### config.mk
export PLATFORM = sky130hd
export DESIGN_NAME = bcd_stopwatch
export DESIGN_NICKNAME = d
export VERILOG_FILES = /design/src/rtl/clock_pkg.sv /design/src/rtl/bcd_digit_inc.sv /design/src/rtl/bcd_stopwatch.sv
export SDC_FILE = /design/constraint.sdc
export NUM_CORES = 1
export LEC_CHECK = 0
export ABC_AREA = 1
export CORE_AREA = 2 2 62 88
export DETAILED_ROUTE_END_ITERATION = 8
export DIE_AREA = 0 0 64 90
export GPL_ROUTABILITY_DRIVEN = 0
export MAX_ROUTING_LAYER = met4
export PLACE_DENSITY = 0.79
export SLEW_MARGIN = 20
export SYNTH_ARGS = -nofsm -noshare
export SYNTH_HDL_FRONTEND = slang
export SYNTH_SLANG_ARGS = --single-unit
### constraint.sdc
create_clock -name clk -period 2.2 [get_ports clk]
set_input_delay 0.22 -clock clk [delete_from_list [all_inputs] [get_ports clk]]
set_output_delay 0.22 -clock clk [all_outputs]
set_load 0.1 [all_outputs]
### src/rtl/clock_pkg.sv
// Shared types and constants for the BCD clock blocks (stopwatch, countdown timer).
// MM:SS values are packed as {min_tens, min_ones, sec_tens, sec_ones}.
package clock_pkg;

  typedef enum logic [1:0] {
    IDLE  = 2'd0,
    RUN   = 2'd1,
    PAUSE = 2'd2,
    DONE  = 2'd3
  } sw_state_e;

  typedef logic [3:0] bcd_digit_t;

  localparam bcd_digit_t  SEC_TENS_MAX = 4'd5;
  localparam bcd_digit_t  DIGIT_MAX    = 4'd9;
  localparam logic [15:0] MMSS_ZERO    = 16'h0000;

  // True when every digit is in range for an MM:SS value.
  function automatic logic is_legal_mmss(input logic [15:0] v);
    return (v[15:12] <= DIGIT_MAX) && (v[11:8] <= DIGIT_MAX) &&
           (v[7:4] <= SEC_TENS_MAX) && (v[3:0] <= DIGIT_MAX);
  endfunction

endpackage

### src/rtl/bcd_digit_inc.sv
// One BCD digit of a ripple incrementer: rolls to zero past limit and carries out.
module bcd_digit_inc
  import clock_pkg::*;
(
  input  bcd_digit_t digit,
  input  bcd_digit_t limit,
  input  logic       cin,
  output bcd_digit_t next,
  output logic       cout
);

  logic at_limit;

  assign at_limit = (digit == limit);
  assign cout     = cin & at_limit;

  always_comb begin
    next = digit;
    if (cin) begin
      next = at_limit ? 4'd0 : digit + 4'd1;
    end
  end

endmodule

### src/rtl/bcd_stopwatch.sv
// BCD MM:SS count-up stopwatch with start/stop/clear, lap capture, stop target
// and saturate-or-wrap overflow. The FSM state is exported for observation.
module bcd_stopwatch
  import clock_pkg::*;
#(
  parameter logic [15:0] MAX_TIME = 16'h9959,
  parameter bit          WRAP     = 1'b0
) (
  input  logic        clk,
  input  logic        rst_n,
  input  logic        tick,
  input  logic        start,
  input  logic        stop,
  input  logic        clear,
  input  logic        lap,
  input  logic [15:0] target,
  output logic [15:0] min_sec,
  output logic [15:0] lap_time,
  output logic        running,
  output logic        done,
  output logic        overflow,
  output sw_state_e   state
);

  sw_state_e   state_n;
  logic [15:0] count_q;
  logic [15:0] lap_q;
  logic        done_q;
  logic        ovf_q;
  logic [15:0] inc_val;
  logic [15:0] next_val;
  logic [4:0]  carry;
  logic        tick_en;
  logic        at_max;
  logic        sat_evt;
  logic        wrap_evt;
  logic        hit_evt;
  logic        ovf_n;

  assign carry[0] = 1'b1;

  bcd_digit_inc u_sec_ones (
    .digit(count_q[3:0]),   .limit(DIGIT_MAX),    .cin(carry[0]),
    .next (inc_val[3:0]),   .cout (carry[1])
  );
  bcd_digit_inc u_sec_tens (
    .digit(count_q[7:4]),   .limit(SEC_TENS_MAX), .cin(carry[1]),
    .next (inc_val[7:4]),   .cout (carry[2])
  );
  bcd_digit_inc u_min_ones (
    .digit(count_q[11:8]),  .limit(DIGIT_MAX),    .cin(carry[2]),
    .next (inc_val[11:8]),  .cout (carry[3])
  );
  bcd_digit_inc u_min_tens (
    .digit(count_q[15:12]), .limit(DIGIT_MAX),    .cin(carry[3]),
    .next (inc_val[15:12]), .cout (carry[4])
  );

  // The chain's final carry only fires at 99:59, which is never below MAX_TIME.
  assign at_max   = (count_q == MAX_TIME) || carry[4];
  assign tick_en  = (state == RUN) && tick;
  assign sat_evt  = tick_en && at_max && !WRAP;
  assign wrap_evt = tick_en && at_max && WRAP;
  assign next_val = at_max ? (WRAP ? MMSS_ZERO : count_q) : inc_val;
  assign hit_evt  = tick_en && !at_max && (target != MMSS_ZERO) &&
                    is_legal_mmss(target) && (inc_val == target);
  assign ovf_n    = WRAP ? wrap_evt : (ovf_q | sat_evt);

  always_ff @(posedge clk or negedge rst_n) begin
    if (!rst_n) begin
      state <= IDLE;
    end else begin
      state <= state_n;
    end
  end

  // Clear beats stop beats start; a stop racing a target hit still lands in DONE.
  always_comb begin
    state_n = state;
    case (state)
      IDLE:    if (start && !stop) state_n = RUN;
      RUN: begin
        if (sat_evt || hit_evt) state_n = DONE;
        else if (stop)          state_n = PAUSE;
      end
      PAUSE:   if (start && !stop) state_n = RUN;
      DONE:    state_n = DONE;
      default: state_n = IDLE;
    endcase
    if (clear) state_n = IDLE;
  end

  always_ff @(posedge clk or negedge rst_n) begin
    if (!rst_n) begin
      count_q <= MMSS_ZERO;
      lap_q   <= MMSS_ZERO;
      done_q  <= 1'b0;
      ovf_q   <= 1'b0;
    end else if (clear) begin
      count_q <= MMSS_ZERO;
      lap_q   <= MMSS_ZERO;
      done_q  <= 1'b0;
      ovf_q   <= 1'b0;
    end else begin
      if (tick_en) count_q <= next_val;
      if (lap && (state != IDLE)) lap_q <= count_q;
      done_q <= done_q | hit_evt;
      ovf_q  <= ovf_n;
    end
  end

  assign min_sec  = count_q;
  assign lap_time = lap_q;
  assign done     = done_q;
  assign overflow = ovf_q;
  assign running  = (state == RUN);

endmodule

==> results.toml, run 1 <==
[yosys]
synth_edf_count = 0
syn_inst = 337
synth_area_um2 = 2410
yosysUniqueCellTypes = 29
ys_ff_latch = 36
ys_async_sr_fraction_pct = 100
avgSynthCellArea_um2 = 7.15
yosysWarnings = 0
synthFlopType = "dfrtp_1"
synth_nets = 366
yosysSeqAreaShare_pct = 37.4

[floorplanning]
die_area_um2 = 5760
rows = 31
ios = 60
start_util_pct = 48.2
dieHeight_um = 90
core_area_um2 = 5000
fp.dieW_um = 64

[finish]
final_common_cell = "nand2_1"
antenna-diode-count = 0
num-fill-cells = 442
fin_cells = 478
syn2layout_area_growth_pct = 35.7
final_cell_mix = "nand2_1, buf_4, nand3_1"
multi_input_area_um2 = 1360
nNetsFinal = 440
regArea_um2 = 936
drive_gt1_share_pct = 28.2

[clocking]
clk_latency_ps = 290
cts_tree = "built"
clock_tree.root_cell = "clkbuf_8"
clkSlewWorstSetupHoldPaths_ps = 80
cts_sinks = 36
ctsHtreeMaxLevel = 2
cts_buffers = 5
ctsHoldBuffers = 0
cts_buffer_depth = 2

[critical_path]
cp-end-kind = "flip-flop"
cp_max_fo = 6
arrival_ps = 2310
cp.required_ps = 2390
crit_type = "flip-flop to flip-flop"
start_kind = "flip-flop"

[timing]
fin_tns_setup_ps = 0
tightest_slew_ps = 460
clock_skew_ps = 11.7
finalCritPeriodShare_pct = 96.3
layout_min_cycle_time_ps = 2120
max_freq_mhz = 472
rsz0062_at_grt = "true"
report.final.slew_viol_count = 0
relSlewSlack_pct = 69.3
finalSetupViolCount = 0
hold_viol_final = 0

[placement]
hpwl_um = 4940
port_buffers = 59
dp.cells = 464

[detailed_routing]
wl_um = 6790
dr_total_vias = 2521
ant_nets = 0
drc_errors = 0
viasPerCell = 5.27
wl_per_cell_um = 14.2
firstDrtPassIters = 4
drt_iter0_drc = 152

[grt]
first_global_vias = 2441
overflow = 0
grt_max_degree = 37
antenna_found_initial = 0
grt_pass1_wl_um = 11200
grtUsageTotal_pct = 25.1

[power_and_ir_drop]
irDropWorstVdd_mv = 0.273
power-per-cell-area_nw_per_um2 = 492
cellLeakagePower_nw = 1.60

[flow_run]
drv_cap = 0

[worst_hold_path]
hold_class = "primary input to async pin"

[status]
status = "finished, final reports clean"
[synthesized netlist by cell type, types with 4 or more instances]
master,number,area share (%)
nand4_1,5,1.3
inv_1,37,5.8
nand2_1,86,13
o22ai_1,14,3.6
nand3b_1,5,1.6
nand2_2,11,2.9
o21ai_0,21,4.4
ha_1,6,3.1
nor2_1,29,4.5
clkbuf_1,5,0.78
nor2_2,4,1.0
dfrtp_1,36,37
nand3_1,48,10
[through the flow]
stage	setup slack [ps]	cell area [um2]	utilization (%)	hold WS, ps	power [mW]
2_1_floorplan	7.87	2450	-	-75.6	0.907
3_3_place_gp	99.9	3090	61.7	487	1.04
3_5_place_dp	20.3	3090	61.7	503	1.04
4_1_cts	3.15	3190	63.8	364	1.62
5_1_grt	-84.5	3270	65.4	398	1.67
6_report	80.4	3270	65.4	349	1.61
[cell type report]
class                   count  area share (%)
well taps                  66            2.52
clock inverters             2            1.07
inverters                  41            4.86
clock buffers               6            2.22
repair buffers             75            19.3
multi-input cells         252            41.5
flip-flops and latches     36            28.6
[power by group]
part | internal (mW) | switching, mW | leakage [nW]
Sequential | 0.671 | 0.0156 | 0.472
Combinational | 0.105 | 0.237 | 1.07
Clock | 0.336 | 0.243 | 0.0552
[path summary, 6_finish.rpt]
kind                             start          end  slack (ps)  depth (start not counted)
setup reg to reg            min_sec[5]     state[1]          80                         17
hold / removal                   rst_n  lap_time[9]         350                          2
max in group asynchronous        rst_n   min_sec[4]        1490                          2
hold reg to reg            lap_time[0]  lap_time[0]         520                          2
min in group clk           lap_time[0]  lap_time[0]         520                          2
setup / recovery            min_sec[5]     state[1]          80                         17
[layer usage]
metal  GRT usage (%)  share of wire (%)  vias up
met3            2.88                4.0       12
met5               -                  0        -
met1            30.6                 41     1183
met4            9.24                1.8        0
met2            42.2                 53       74
li1                -                  -     1252
[kinds of logic (layout without fill, tap and decap cells)]
family,Yosys count,count (layout),share of synthesized area (%)
flip-flops,36,36,37.4
adder cells (fa/ha/maj),6,6,3.11
AO/OA/AOI/OAI,42,42,9.91
XOR/XNOR,3,3,1.09
buffers and inverters,49,124,7.94
AND/OR/NAND/NOR,201,201,40.6
[sequential cells by signal, indices dropped and copies added (netlist names)]
register	flops
lap_time	16
min_sec	16
state	2
done	1
overflow	1
[what timing repair did]
| item | 4_1_cts | 5_1_grt |
|---|---|---|
| resized for setup | 0 | 10 |
| buffers inserted | 0 | 6 |
| setup endpoints to repair | 0 | 18 |
[worst max-delay path: stages, from the launching register on]
cell and delay [ps]:
dfrtp_4 510, inv_4 80, ha_4 140, nand2_2 70
nor2_4 220, nand3_4 170, nand2_4 100, nand2_2 60
nand2_1 60, nand2_1 60, nor2_2 80, nand2_1 60
nor2_2 90, nand2_2 80, nand3_2 80, nand2_1 60
nand2_1 60, nand2_1 50
No activity file was read; power rests on OpenSTA's default activity.
==> run 2: changes to the inputs <==
--- a/config.mk
+++ b/config.mk
@@ -12,6 +12,7 @@
 export GPL_ROUTABILITY_DRIVEN = 0
 export MAX_ROUTING_LAYER = met4
 export PLACE_DENSITY = 0.79
+export SKIP_CTS_REPAIR_TIMING = 1
 export SLEW_MARGIN = 20
 export SYNTH_ARGS = -nofsm -noshare
 export SYNTH_HDL_FRONTEND = slang
==> results of run 2 <==
The final DEF is identical to that of run 1; final timing and power are the same.
==> run 3: changes to the inputs <==
--- a/config.mk
+++ b/config.mk
@@ -6,12 +6,12 @@
 export NUM_CORES = 1
 export LEC_CHECK = 0
 export ABC_AREA = 1
-export CORE_AREA = 2 2 62 88
+export CORE_AREA = 2 2 93 59
 export DETAILED_ROUTE_END_ITERATION = 8
-export DIE_AREA = 0 0 64 90
+export DIE_AREA = 0 0 95 61
 export GPL_ROUTABILITY_DRIVEN = 0
 export MAX_ROUTING_LAYER = met4
-export PLACE_DENSITY = 0.79
+export PLACE_DENSITY = 0.8
 export SKIP_CTS_REPAIR_TIMING = 1
 export SLEW_MARGIN = 20
 export SYNTH_ARGS = -nofsm -noshare
==> run 3 against run 2 <==
First-iteration DRC count rose by 86%. Fmax is 0.41% lower. Worst hold slack got worse by 3.7 ps. Register-to-register slack hardly changed. Clock power fell by 13%. Non-clock buffer count rose by 3. Core utilization rose by 1.0 points. Clock skew down 7.9 ps. Cell area is essentially flat. Sequential share of layout area hardly changed. Critical path type unchanged.
==> results.toml, run 3 (synthesized netlist as in run 1, its figures left out) <==
[clocking]
clkSlewWorstSetupHoldPaths_ps = 80
cts_buffer_depth = 2
clock_tree.root_cell = "clkbuf_8"
cts_tree = "built"
clk_latency_ps = 300
cts_buffers = 5
cts_sinks = 36
ctsHtreeMaxLevel = 2

[grt]
overflow = 0
grt_pass1_wl_um = 11000
antenna_found_initial = 0
grt_max_degree = 37
first_global_vias = 2289
grtUsageTotal_pct = 25.9

[finish]
antenna-diode-count = 0
drive_gt1_share_pct = 28.7
final_cell_mix = "nand2_1, buf_4, nand3_1"
syn2layout_area_growth_pct = 35.8
final_common_cell = "nand2_1"
nNetsFinal = 443

[timing]
layout_setup_ws_ps = 71.8
tightest_slew_ps = 552
max_freq_mhz = 470
relSlewSlack_pct = 63.1
finalSetupViolCount = 0
layout_min_cycle_time_ps = 2130
report.final.slew_viol_count = 0
worst_hold_slack_ps = 345
rsz0062_at_grt = "true"
finalCritPeriodShare_pct = 96.7
hold_viol_final = 0
clock_skew_ps = 3.82

[detailed_routing]
wl_um = 6980
ant_nets = 0
drc_errors = 0
dr_total_vias = 2573
drt_iter0_drc = 283
wl_per_cell_um = 14.5
viasPerCell = 5.35
firstDrtPassIters = 5

[power_and_ir_drop]
cellLeakagePower_nw = 1.63
power-per-cell-area_nw_per_um2 = 465
p_total_mw = 1.52
irDropWorstVdd_mv = 0.228

[critical_path]
cp-end-kind = "flip-flop"
rr_worst_depth = 17
worstReg2RegEnd = "state[1]"
cp_max_fo = 6
r2r_slack_ps = 70
cp.required_ps = 2390
cp_common_cell = "nand2_1"
crit-reg2reg-launch = "min_sec[5]"
crit_type = "flip-flop to flip-flop"
slowest_delay_ps = 510
worstPathCellList = "inv_4 > ha_4 > nand2_4 > nor2_4 > nand3_4 > nand2_4 > nand2_2 > nand2_1 > nand2_1 > nor2_2 > nand2_1 > nor2_2 > nand2_2 > nand3_2 > nand2_1 > nand2_1 > nand2_1"
arrival_ps = 2320
start_kind = "flip-flop"
cp_slowest_cell = "dfrtp_4"

[floorplanning]
ios = 60
die_area_um2 = 5800
start_util_pct = 48.9
core_area_um2 = 4930
fp.dieW_um = 95
rows = 20
dieHeight_um = 61

[status]
status = "finished, final reports clean"

[placement]
pre_cts_slack_ps = 17.1
hpwl_um = 5120
port_buffers = 59

[worst_hold_path]
hold_class = "primary input to async pin"

[flow_run]
drv_cap = 0
## run 3: stage by stage
step,setup TNS [ps],cell area [um2],std cells,util (%)
floorplan,0,2450,337,-
global placement,0,3060,462,62.0
detailed placement,0,3060,462,62.0
CTS,0,3150,470,63.9
global route,-145,3270,481,66.4
finish,0,3270,481,66.4
## run 3: power breakdown
group	internal, mW	switching (mW)
Clock	0.250	0.252
Sequential	0.671	0.0157
Combinational	0.0969	0.237
Total	1.02	0.505
## run 3: worst max path at each step
stage,from,endpoint,slack [ps],depth (start not counted)
6_report,min_sec[5],state[1],70,17
5_1_grt,min_sec[5],state[1],-80,17
4_1_cts,min_sec[5],state[1],7,17
3_5_place_dp,min_sec[5],min_sec[1],20,10
3_3_place_gp,min_sec[5],state[1],100,17
2_1_floorplan,min_sec[5],state[1],8,17
## run 3: metal layers
layer  up-vias  track usage [%]  wire, um
met2       118             38.3      3020
met1      1182             37.2      3310
li1       1264                -         -
met3         9             4.97       600
met5         -                -         0
met4         0             5.18        51
## run 3: cell type report
type,count,area (um2)
clock buffer,6,82.6
inverter,41,158
multi-input combinational,252,1360
clock inverter,2,10.0
sequential,36,936
timing repair buffer,78,641
fill,439,1660
tap,66,82.6
## run 3: critical path, delay by kind of cell (launching register included)
family,cells,cell delay (ps)
adder cells (fa/ha/maj),1,150
flip-flops,1,510
AND/OR/NAND/NOR,15,1280
buffers and inverters,1,70
